==> src/rtl/fp_mul_arbiter_if.sv <==
// Request, multiplier and response bundle of fp_mul_arbiter.
// A requester's operands are accepted at the edge where its req_valid and req_ready are both high.
// A response transfers at the edge where resp_valid and resp_ready are both high.
interface fp_mul_arbiter_if #(
    parameter int NUM_REQ = 4,
    parameter int ID_W    = 2
);
    logic [NUM_REQ-1:0]    req_valid;
    logic [NUM_REQ-1:0]    req_ready;
    logic [32*NUM_REQ-1:0] req_a;
    logic [32*NUM_REQ-1:0] req_b;
    logic [2*NUM_REQ-1:0]  req_rmode;

    logic [22:0] mul_mantissa_num1;
    logic [22:0] mul_mantissa_num2;
    logic        mul_normilized_bit_num1;
    logic        mul_normilized_bit_num2;
    logic        mul_sign_num1;
    logic        mul_sign_num2;
    logic [7:0]  mul_exp_num1;
    logic [7:0]  mul_exp_num2;
    logic [1:0]  mul_rounding_mode;
    logic [31:0] mul_result;

    logic            resp_valid;
    logic            resp_ready;
    logic [31:0]     resp_result;
    logic [ID_W-1:0] resp_id;
    logic            busy;

    modport slave (
        input  req_valid, req_a, req_b, req_rmode, mul_result, resp_ready,
        output req_ready, mul_mantissa_num1, mul_mantissa_num2,
               mul_normilized_bit_num1, mul_normilized_bit_num2,
               mul_sign_num1, mul_sign_num2, mul_exp_num1, mul_exp_num2,
               mul_rounding_mode, resp_valid, resp_result, resp_id, busy
    );

    modport master (
        output req_valid, req_a, req_b, req_rmode, mul_result, resp_ready,
        input  req_ready, mul_mantissa_num1, mul_mantissa_num2,
               mul_normilized_bit_num1, mul_normilized_bit_num2,
               mul_sign_num1, mul_sign_num2, mul_exp_num1, mul_exp_num2,
               mul_rounding_mode, resp_valid, resp_result, resp_id, busy
    );
endinterface

==> src/rtl/fp_mul_arbiter.sv <==
// Round-robin scheduler sharing one combinational FP32 multiplier among NUM_REQ requesters.
// One operation in flight; operands are held MUL_LAT cycles before the product is sampled.
module fp_mul_arbiter #(
    parameter int NUM_REQ = 4,
    parameter int ID_W    = (NUM_REQ > 1) ? $clog2(NUM_REQ) : 1,
    parameter int MUL_LAT = 2
) (
    input  logic            clk,
    input  logic            rst_n,
    fp_mul_arbiter_if.slave bus,
    output logic [1:0]      o_dbg_state
);
    localparam int CNT_W = (MUL_LAT > 1) ? $clog2(MUL_LAT) : 1;

    typedef enum logic [1:0] {S_IDLE = 2'd0, S_EXEC = 2'd1, S_RESP = 2'd2} state_t;

    state_t             r_state, w_next_state;
    logic [ID_W-1:0]    r_rr_ptr, r_id, w_grant, w_ptr_next;
    logic [CNT_W-1:0]   r_cnt;
    logic               w_grant_found, w_accept, r_zero;
    logic [NUM_REQ-1:0] w_req_ready;
    logic [31:0]        w_a, w_b, r_result;
    logic               r_sign1, r_sign2, r_nb1, r_nb2;
    logic [7:0]         r_exp1, r_exp2;
    logic [22:0]        r_man1, r_man2;
    logic [1:0]         r_rmode, w_rmode;

    // Scan downward so the valid requester closest to r_rr_ptr is the last (winning) assignment.
    always_comb begin
        w_grant_found = 1'b0;
        w_grant       = '0;
        for (int k = NUM_REQ - 1; k >= 0; k--) begin
            if (bus.req_valid[(int'(r_rr_ptr) + k) % NUM_REQ]) begin
                w_grant_found = 1'b1;
                w_grant       = ID_W'((int'(r_rr_ptr) + k) % NUM_REQ);
            end
        end
    end

    assign w_a        = bus.req_a[32*int'(w_grant) +: 32];
    assign w_b        = bus.req_b[32*int'(w_grant) +: 32];
    assign w_rmode    = bus.req_rmode[2*int'(w_grant) +: 2];
    assign w_ptr_next = (int'(w_grant) == NUM_REQ - 1) ? '0 : w_grant + 1'b1;
    assign w_accept   = |(bus.req_valid & w_req_ready);

    always_ff @(posedge clk) begin
        if (!rst_n) r_state <= S_IDLE;
        else        r_state <= w_next_state;
    end

    always_comb begin
        w_next_state = r_state;
        case (r_state)
            S_IDLE:  if (w_accept)       w_next_state = S_EXEC;
            S_EXEC:  if (r_cnt == '0)    w_next_state = S_RESP;
            S_RESP:  if (bus.resp_ready) w_next_state = S_IDLE;
            default:                     w_next_state = S_IDLE;
        endcase
    end

    always_comb begin
        w_req_ready = '0;
        if (rst_n && (r_state == S_IDLE) && w_grant_found) w_req_ready[w_grant] = 1'b1;
        o_dbg_state = r_state;
    end

    always_ff @(posedge clk) begin
        if (!rst_n) begin
            r_rr_ptr <= '0;
            r_cnt    <= '0;
            r_id     <= '0;
            r_zero   <= 1'b0;
            r_result <= '0;
            r_sign1  <= 1'b0;
            r_sign2  <= 1'b0;
            r_nb1    <= 1'b0;
            r_nb2    <= 1'b0;
            r_exp1   <= '0;
            r_exp2   <= '0;
            r_man1   <= '0;
            r_man2   <= '0;
            r_rmode  <= '0;
        end else begin
            case (r_state)
                S_IDLE: begin
                    if (w_accept) begin
                        r_sign1  <= w_a[31];
                        r_exp1   <= w_a[30:23];
                        r_man1   <= w_a[22:0];
                        r_nb1    <= |w_a[30:23];
                        r_sign2  <= w_b[31];
                        r_exp2   <= w_b[30:23];
                        r_man2   <= w_b[22:0];
                        r_nb2    <= |w_b[30:23];
                        r_rmode  <= w_rmode;
                        r_id     <= w_grant;
                        r_zero   <= (w_a[30:0] == '0) || (w_b[30:0] == '0);
                        r_rr_ptr <= w_ptr_next;
                        r_cnt    <= CNT_W'(MUL_LAT - 1);
                    end
                end
                S_EXEC: begin
                    // Exact-zero operands skip the multiplier; only the sign survives.
                    if (r_cnt != '0) r_cnt <= r_cnt - 1'b1;
                    else r_result <= r_zero ? {r_sign1 ^ r_sign2, 31'b0} : bus.mul_result;
                end
                default: ;
            endcase
        end
    end

    assign bus.req_ready               = w_req_ready;
    assign bus.busy                    = (r_state != S_IDLE);
    assign bus.resp_valid              = (r_state == S_RESP);
    assign bus.resp_result             = r_result;
    assign bus.resp_id                 = r_id;
    assign bus.mul_sign_num1           = r_sign1;
    assign bus.mul_sign_num2           = r_sign2;
    assign bus.mul_exp_num1            = r_exp1;
    assign bus.mul_exp_num2            = r_exp2;
    assign bus.mul_mantissa_num1       = r_man1;
    assign bus.mul_mantissa_num2       = r_man2;
    assign bus.mul_normilized_bit_num1 = r_nb1;
    assign bus.mul_normilized_bit_num2 = r_nb2;
    assign bus.mul_rounding_mode       = r_rmode;
endmodule

==> src/flat_wrapper.sv <==
// flat-port wrapper written by rule: the top's interface ports become plain ports
module fp_mul_arbiter_flat 
#(
    parameter int NUM_REQ = 4,
    parameter int ID_W    = (NUM_REQ > 1) ? $clog2(NUM_REQ) : 1,
    parameter int MUL_LAT = 2
)
  (clk, rst_n, o_dbg_state, bus_req_valid, bus_req_a, bus_req_b, bus_req_rmode, bus_mul_result, bus_resp_ready, bus_req_ready, bus_mul_mantissa_num1, bus_mul_mantissa_num2, bus_mul_normilized_bit_num1, bus_mul_normilized_bit_num2, bus_mul_sign_num1, bus_mul_sign_num2, bus_mul_exp_num1, bus_mul_exp_num2, bus_mul_rounding_mode, bus_resp_valid, bus_resp_result, bus_resp_id, bus_busy);
  fp_mul_arbiter_if #(.NUM_REQ(NUM_REQ), .ID_W(ID_W)) bus_i ();
  input  logic clk;
  input  logic rst_n;
  output logic [1:0] o_dbg_state;
  input wire logic [$bits(bus_i.req_valid)-1:0] bus_req_valid;
  input wire logic [$bits(bus_i.req_a)-1:0] bus_req_a;
  input wire logic [$bits(bus_i.req_b)-1:0] bus_req_b;
  input wire logic [$bits(bus_i.req_rmode)-1:0] bus_req_rmode;
  input wire logic [$bits(bus_i.mul_result)-1:0] bus_mul_result;
  input wire logic [$bits(bus_i.resp_ready)-1:0] bus_resp_ready;
  output wire logic [$bits(bus_i.req_ready)-1:0] bus_req_ready;
  output wire logic [$bits(bus_i.mul_mantissa_num1)-1:0] bus_mul_mantissa_num1;
  output wire logic [$bits(bus_i.mul_mantissa_num2)-1:0] bus_mul_mantissa_num2;
  output wire logic [$bits(bus_i.mul_normilized_bit_num1)-1:0] bus_mul_normilized_bit_num1;
  output wire logic [$bits(bus_i.mul_normilized_bit_num2)-1:0] bus_mul_normilized_bit_num2;
  output wire logic [$bits(bus_i.mul_sign_num1)-1:0] bus_mul_sign_num1;
  output wire logic [$bits(bus_i.mul_sign_num2)-1:0] bus_mul_sign_num2;
  output wire logic [$bits(bus_i.mul_exp_num1)-1:0] bus_mul_exp_num1;
  output wire logic [$bits(bus_i.mul_exp_num2)-1:0] bus_mul_exp_num2;
  output wire logic [$bits(bus_i.mul_rounding_mode)-1:0] bus_mul_rounding_mode;
  output wire logic [$bits(bus_i.resp_valid)-1:0] bus_resp_valid;
  output wire logic [$bits(bus_i.resp_result)-1:0] bus_resp_result;
  output wire logic [$bits(bus_i.resp_id)-1:0] bus_resp_id;
  output wire logic [$bits(bus_i.busy)-1:0] bus_busy;
  assign bus_i.req_valid = bus_req_valid;
  assign bus_i.req_a = bus_req_a;
  assign bus_i.req_b = bus_req_b;
  assign bus_i.req_rmode = bus_req_rmode;
  assign bus_i.mul_result = bus_mul_result;
  assign bus_i.resp_ready = bus_resp_ready;
  assign bus_req_ready = bus_i.req_ready;
  assign bus_mul_mantissa_num1 = bus_i.mul_mantissa_num1;
  assign bus_mul_mantissa_num2 = bus_i.mul_mantissa_num2;
  assign bus_mul_normilized_bit_num1 = bus_i.mul_normilized_bit_num1;
  assign bus_mul_normilized_bit_num2 = bus_i.mul_normilized_bit_num2;
  assign bus_mul_sign_num1 = bus_i.mul_sign_num1;
  assign bus_mul_sign_num2 = bus_i.mul_sign_num2;
  assign bus_mul_exp_num1 = bus_i.mul_exp_num1;
  assign bus_mul_exp_num2 = bus_i.mul_exp_num2;
  assign bus_mul_rounding_mode = bus_i.mul_rounding_mode;
  assign bus_resp_valid = bus_i.resp_valid;
  assign bus_resp_result = bus_i.resp_result;
  assign bus_resp_id = bus_i.resp_id;
  assign bus_busy = bus_i.busy;
  fp_mul_arbiter #(.NUM_REQ(NUM_REQ), .ID_W(ID_W), .MUL_LAT(MUL_LAT)) u_core (.clk(clk), .rst_n(rst_n), .bus(bus_i), .o_dbg_state(o_dbg_state));
endmodule
==> config.mk <==
export PLATFORM = sky130hd
export DESIGN_NAME = fp_mul_arbiter_flat
export DESIGN_NICKNAME = d
export VERILOG_FILES = /design/src/rtl/fp_mul_arbiter_if.sv /design/src/rtl/fp_mul_arbiter.sv /design/src/flat_wrapper.sv
export SDC_FILE = /design/constraint.sdc
export NUM_CORES = 1
export LEC_CHECK = 0
export ABC_AREA = 0
export CAP_MARGIN = 15
export CORE_AREA = 2 2 163 165
export DETAILED_ROUTE_END_ITERATION = 7
export DIE_AREA = 0 0 165 167
export PLACE_DENSITY = 0.68
export SETUP_SLACK_MARGIN = 0.02
export SLEW_MARGIN = 40
export SYNTH_ARGS = -nofsm -noshare
export SYNTH_HDL_FRONTEND = slang
export SYNTH_SLANG_ARGS = --single-unit
==> constraint.sdc <==
create_clock -name clk -period 4.4 [get_ports clk]
set_input_delay 0.66 -clock clk [delete_from_list [all_inputs] [get_ports clk]]
set_output_delay 0.66 -clock clk [all_outputs]
set_load 0.02 [all_outputs]
==> flow_metrics.tcl <==
set metrics [dict create \
    rsz0062_at_grt "no" \
    tightest_slew_ps 812 \
    cp_num_buf_inv 1 \
    areaGrowthSynthToFinish_pct 70.9 \
    vias_per_cell 5.19 \
    synth_top_area_share 0.328 \
    numCtsBuffers 9 \
    hold_buffers 0 \
    fin_crit_ps 3860 \
    cap_violations 0 \
    grt_pass1_vias 8031 \
    gp_congestion 0.907 \
    synthesis.area_um2 6600 \
    r2r_start "u_core.r_rr_ptr[1]" \
    rows 59 \
    crit_arrival_ps 4130 \
    clk_pin_slew_ps 80 \
    root_buffer "clkbuf_16" \
    drc 0 \
    numPortBuffers 412 \
    startpoint_type "input port" \
    fin_tns_setup_ps 0 \
    postRouteWirelength_um 33600 \
    netlist_top_cells_area "dfxtp_1, a211oi_1, and3_1, a21oi_1, nand2_1" \
    worst_slack_ps 545 \
    synthCells 876 \
    setup_violations 0 \
    hold_slack_ps 451 \
    rr_endpoint "u_core.r_zero" \
    insertion_delay_ps 350 \
    drv_slew 0 \
    dp_slack_ps 265 \
    hold_end "u_core.bus.resp_result[10]" \
    synth_most_common_cell "nand2_1" \
    power.density_nw_per_um2 326 \
    worstPathMaxFanout 86 \
    antenna_found_initial 3 \
    synth-async-reset-ratio 0 \
    gr-total-overflow 0 \
    syn_avg_cell_area_um2 7.54 \
    cts-htree-levels 3 \
    min_path_cells 2 \
    io_pins 413 \
    slowest_stage "or4b_4" \
    drt_pass1_iterations 5 \
    cts_resized 0 \
    fillCellCount 2565 \
    clockBufferDepth 2 \
    finalHoldViolCount 0 \
    post-route-period-util 0.876 \
    relSlewSlack 0.459 \
    critPathCaptureType "register" \
    clock_sinks 108 \
    drive_above_1_share 0.0478 \
    grt_pass1_wl_um 48300 \
    cpPeakStageDelay_ps 930 \
    dieArea_um2 27600 \
    ys_seq_elements 108 \
    final_nets 1534 \
    vdd_drop_max_uv 142 \
    synth_common_cells "nand2_1, and3_1, dfxtp_1" \
    start_util 0.256 \
    status "complete, no violations" \
    vias 8164 \
    max_freq_mhz 259 \
    post_cts_buffers 0 \
    cts_tree "yes" \
    hpwl_um 25200 \
    rrSetupSlack_ps 940 \
    required_ps 4670 \
    yosys_warnings 0 \
    grt_max_degree 89 \
    yosys.area.top_type "dfxtp_1" \
    skew_ps 13.4 \
    drtIter0Drc 688 \
    grt.total_usage 0.233 \
    path_delay_family "simple AND/OR/NAND/NOR gates" \
    synthFlopType "dfxtp_1" \
    min_from "u_core.bus.resp_result[10]" \
    reg2reg_depth 7 \
    leakagePower_uw 0.00407 \
    synth_fp_nets 1180 \
    yosysUniqueCellTypes 50 \
    die_h_um 167 \
    wl_per_cell_um 21.4 \
    core_area_um2 25800 \
    setup.worst_path.class "in2reg" \
    ant_nets 0 \
    path_cells "clkdlybuf4s50_1 -> nor2b_1 -> or4b_4 -> and3_1 -> a211oi_1 -> o22ai_1 -> nor4_2 -> nand4_1 -> a31oi_1" \
    synth_edf_count 0 \
    ys_seq_area_frac 0.328 \
    die_w_um 165 \
    min_path_type "reg2reg" \
]
==> metrics by stage <==
stage	power, µW	util	instances	instance area [µm²]
final	3680	0.438	1572	11300
after global routing	3880	0.438	1570	11300
after CTS	3710	0.438	1570	11300
after detailed placement	2810	0.426	1554	11000
after global placement	2810	0.425	1554	11000
after floorplan	2030	-	876	6600
==> tightest hold or removal path, stage by stage (launching register included) <==
cell     delay (ps)
dfxtp_1         320
nand2_1          50
a21oi_1          50
==> cells by family after synthesis <==
kind of cell               synth area share
and+or+nand+nor                       0.328
AOI/OAI and AO/OA                     0.268
buffers and inverters                0.0673
xor gates and xnor gates            0.00133
adders and majority gates           0.00190
DFF                                   0.328
muxes                               0.00607
==> how the worst max path moves through the flow <==
stage	slack [ps]	cells past startpoint	start	endpoint
5_1_grt	400	8	bus_req_valid[2]	bus_req_ready[0]
3_3_place_gp	310	9	bus_req_valid[2]	u_core.r_zero
6_report	540	9	bus_req_valid[2]	u_core.r_zero
3_5_place_dp	270	9	bus_req_valid[2]	u_core.r_zero
2_1_floorplan	1060	13	bus_req_valid[2]	u_core.bus.mul_mantissa_num2[10]
4_1_cts	580	8	bus_req_valid[2]	bus_req_ready[2]
==> cells in the final DEF, fill, tap and decap left out, types with 5 or more instances in the layout <==
cell type | Yosys | routed
clkdlybuf4s50_1 | 0 | 412
nand2_1 | 126 | 125
and3_1 | 109 | 109
dfxtp_1 | 108 | 107
a211oi_1 | 105 | 105
a21oi_1 | 101 | 101
or3_1 | 47 | 47
nand3b_1 | 32 | 32
o22ai_1 | 26 | 26
nand3_1 | 21 | 21
nor2_1 | 21 | 20
buf_4 | 6 | 17
nor4_1 | 11 | 11
clkbuf_16 | 0 | 9
nor3_1 | 8 | 8
a211oi_2 | 6 | 6
nor2b_1 | 5 | 5
o21ai_0 | 5 | 5
==> power by group <==
group          internal [µW]  switching (µW)  leakage, µW
Clock                    453             426     0.000152
Sequential              1080            71.5     0.000884
Combinational            761             883      0.00303
Total                   2300            1380      0.00407
==> sequential cells by signal, summed over array words and instances, names as in the netlist <==
name / cells
u_core.bus.mul_exp_num1: 8
u_core.bus.mul_normilized_bit_num1: 1
u_core.bus.mul_mantissa_num1: 23
u_core.r_cnt: 1
u_core.bus.resp_result: 32
u_core.bus.mul_rounding_mode: 2
u_core.bus.mul_exp_num2: 8
u_core.r_rr_ptr: 2
u_core.r_zero: 1
u_core.bus.mul_sign_num1: 1
u_core.o_dbg_state: 2
u_core.bus.mul_mantissa_num2: 23
u_core.bus.mul_normilized_bit_num2: 1
u_core.bus.mul_sign_num2: 1
u_core.bus.resp_id: 2
==> per-layer routing <==
metal | part of all wire | vias to the layer above | GRT usage | wire length, µm
li1 | - | 3968 | - | -
met1 | 0.40 | 3795 | 0.276 | 13500
met2 | 0.48 | 351 | 0.399 | 16200
met3 | 0.088 | 48 | 0.0625 | 2960
met4 | 0.026 | 2 | 0.0858 | 885
met5 | 0.00033 | - | 0 | 11
==> cell type report <==
type | instances | area (µm²) | area share
Timing Repair Buffer | 433 | 4330 | 0.384
Multi-Input combinational cell | 673 | 4030 | 0.357
Sequential cell | 108 | 2160 | 0.192
Tap cell | 335 | 419 | 0.0372
Clock buffer | 9 | 225 | 0.0200
Clock inverter | 7 | 81.3 | 0.00721
Inverter | 5 | 26.3 | 0.00233
Antenna cell | 2 | 5.00 | 0.000444
Power figures use the tool's default switching activity.
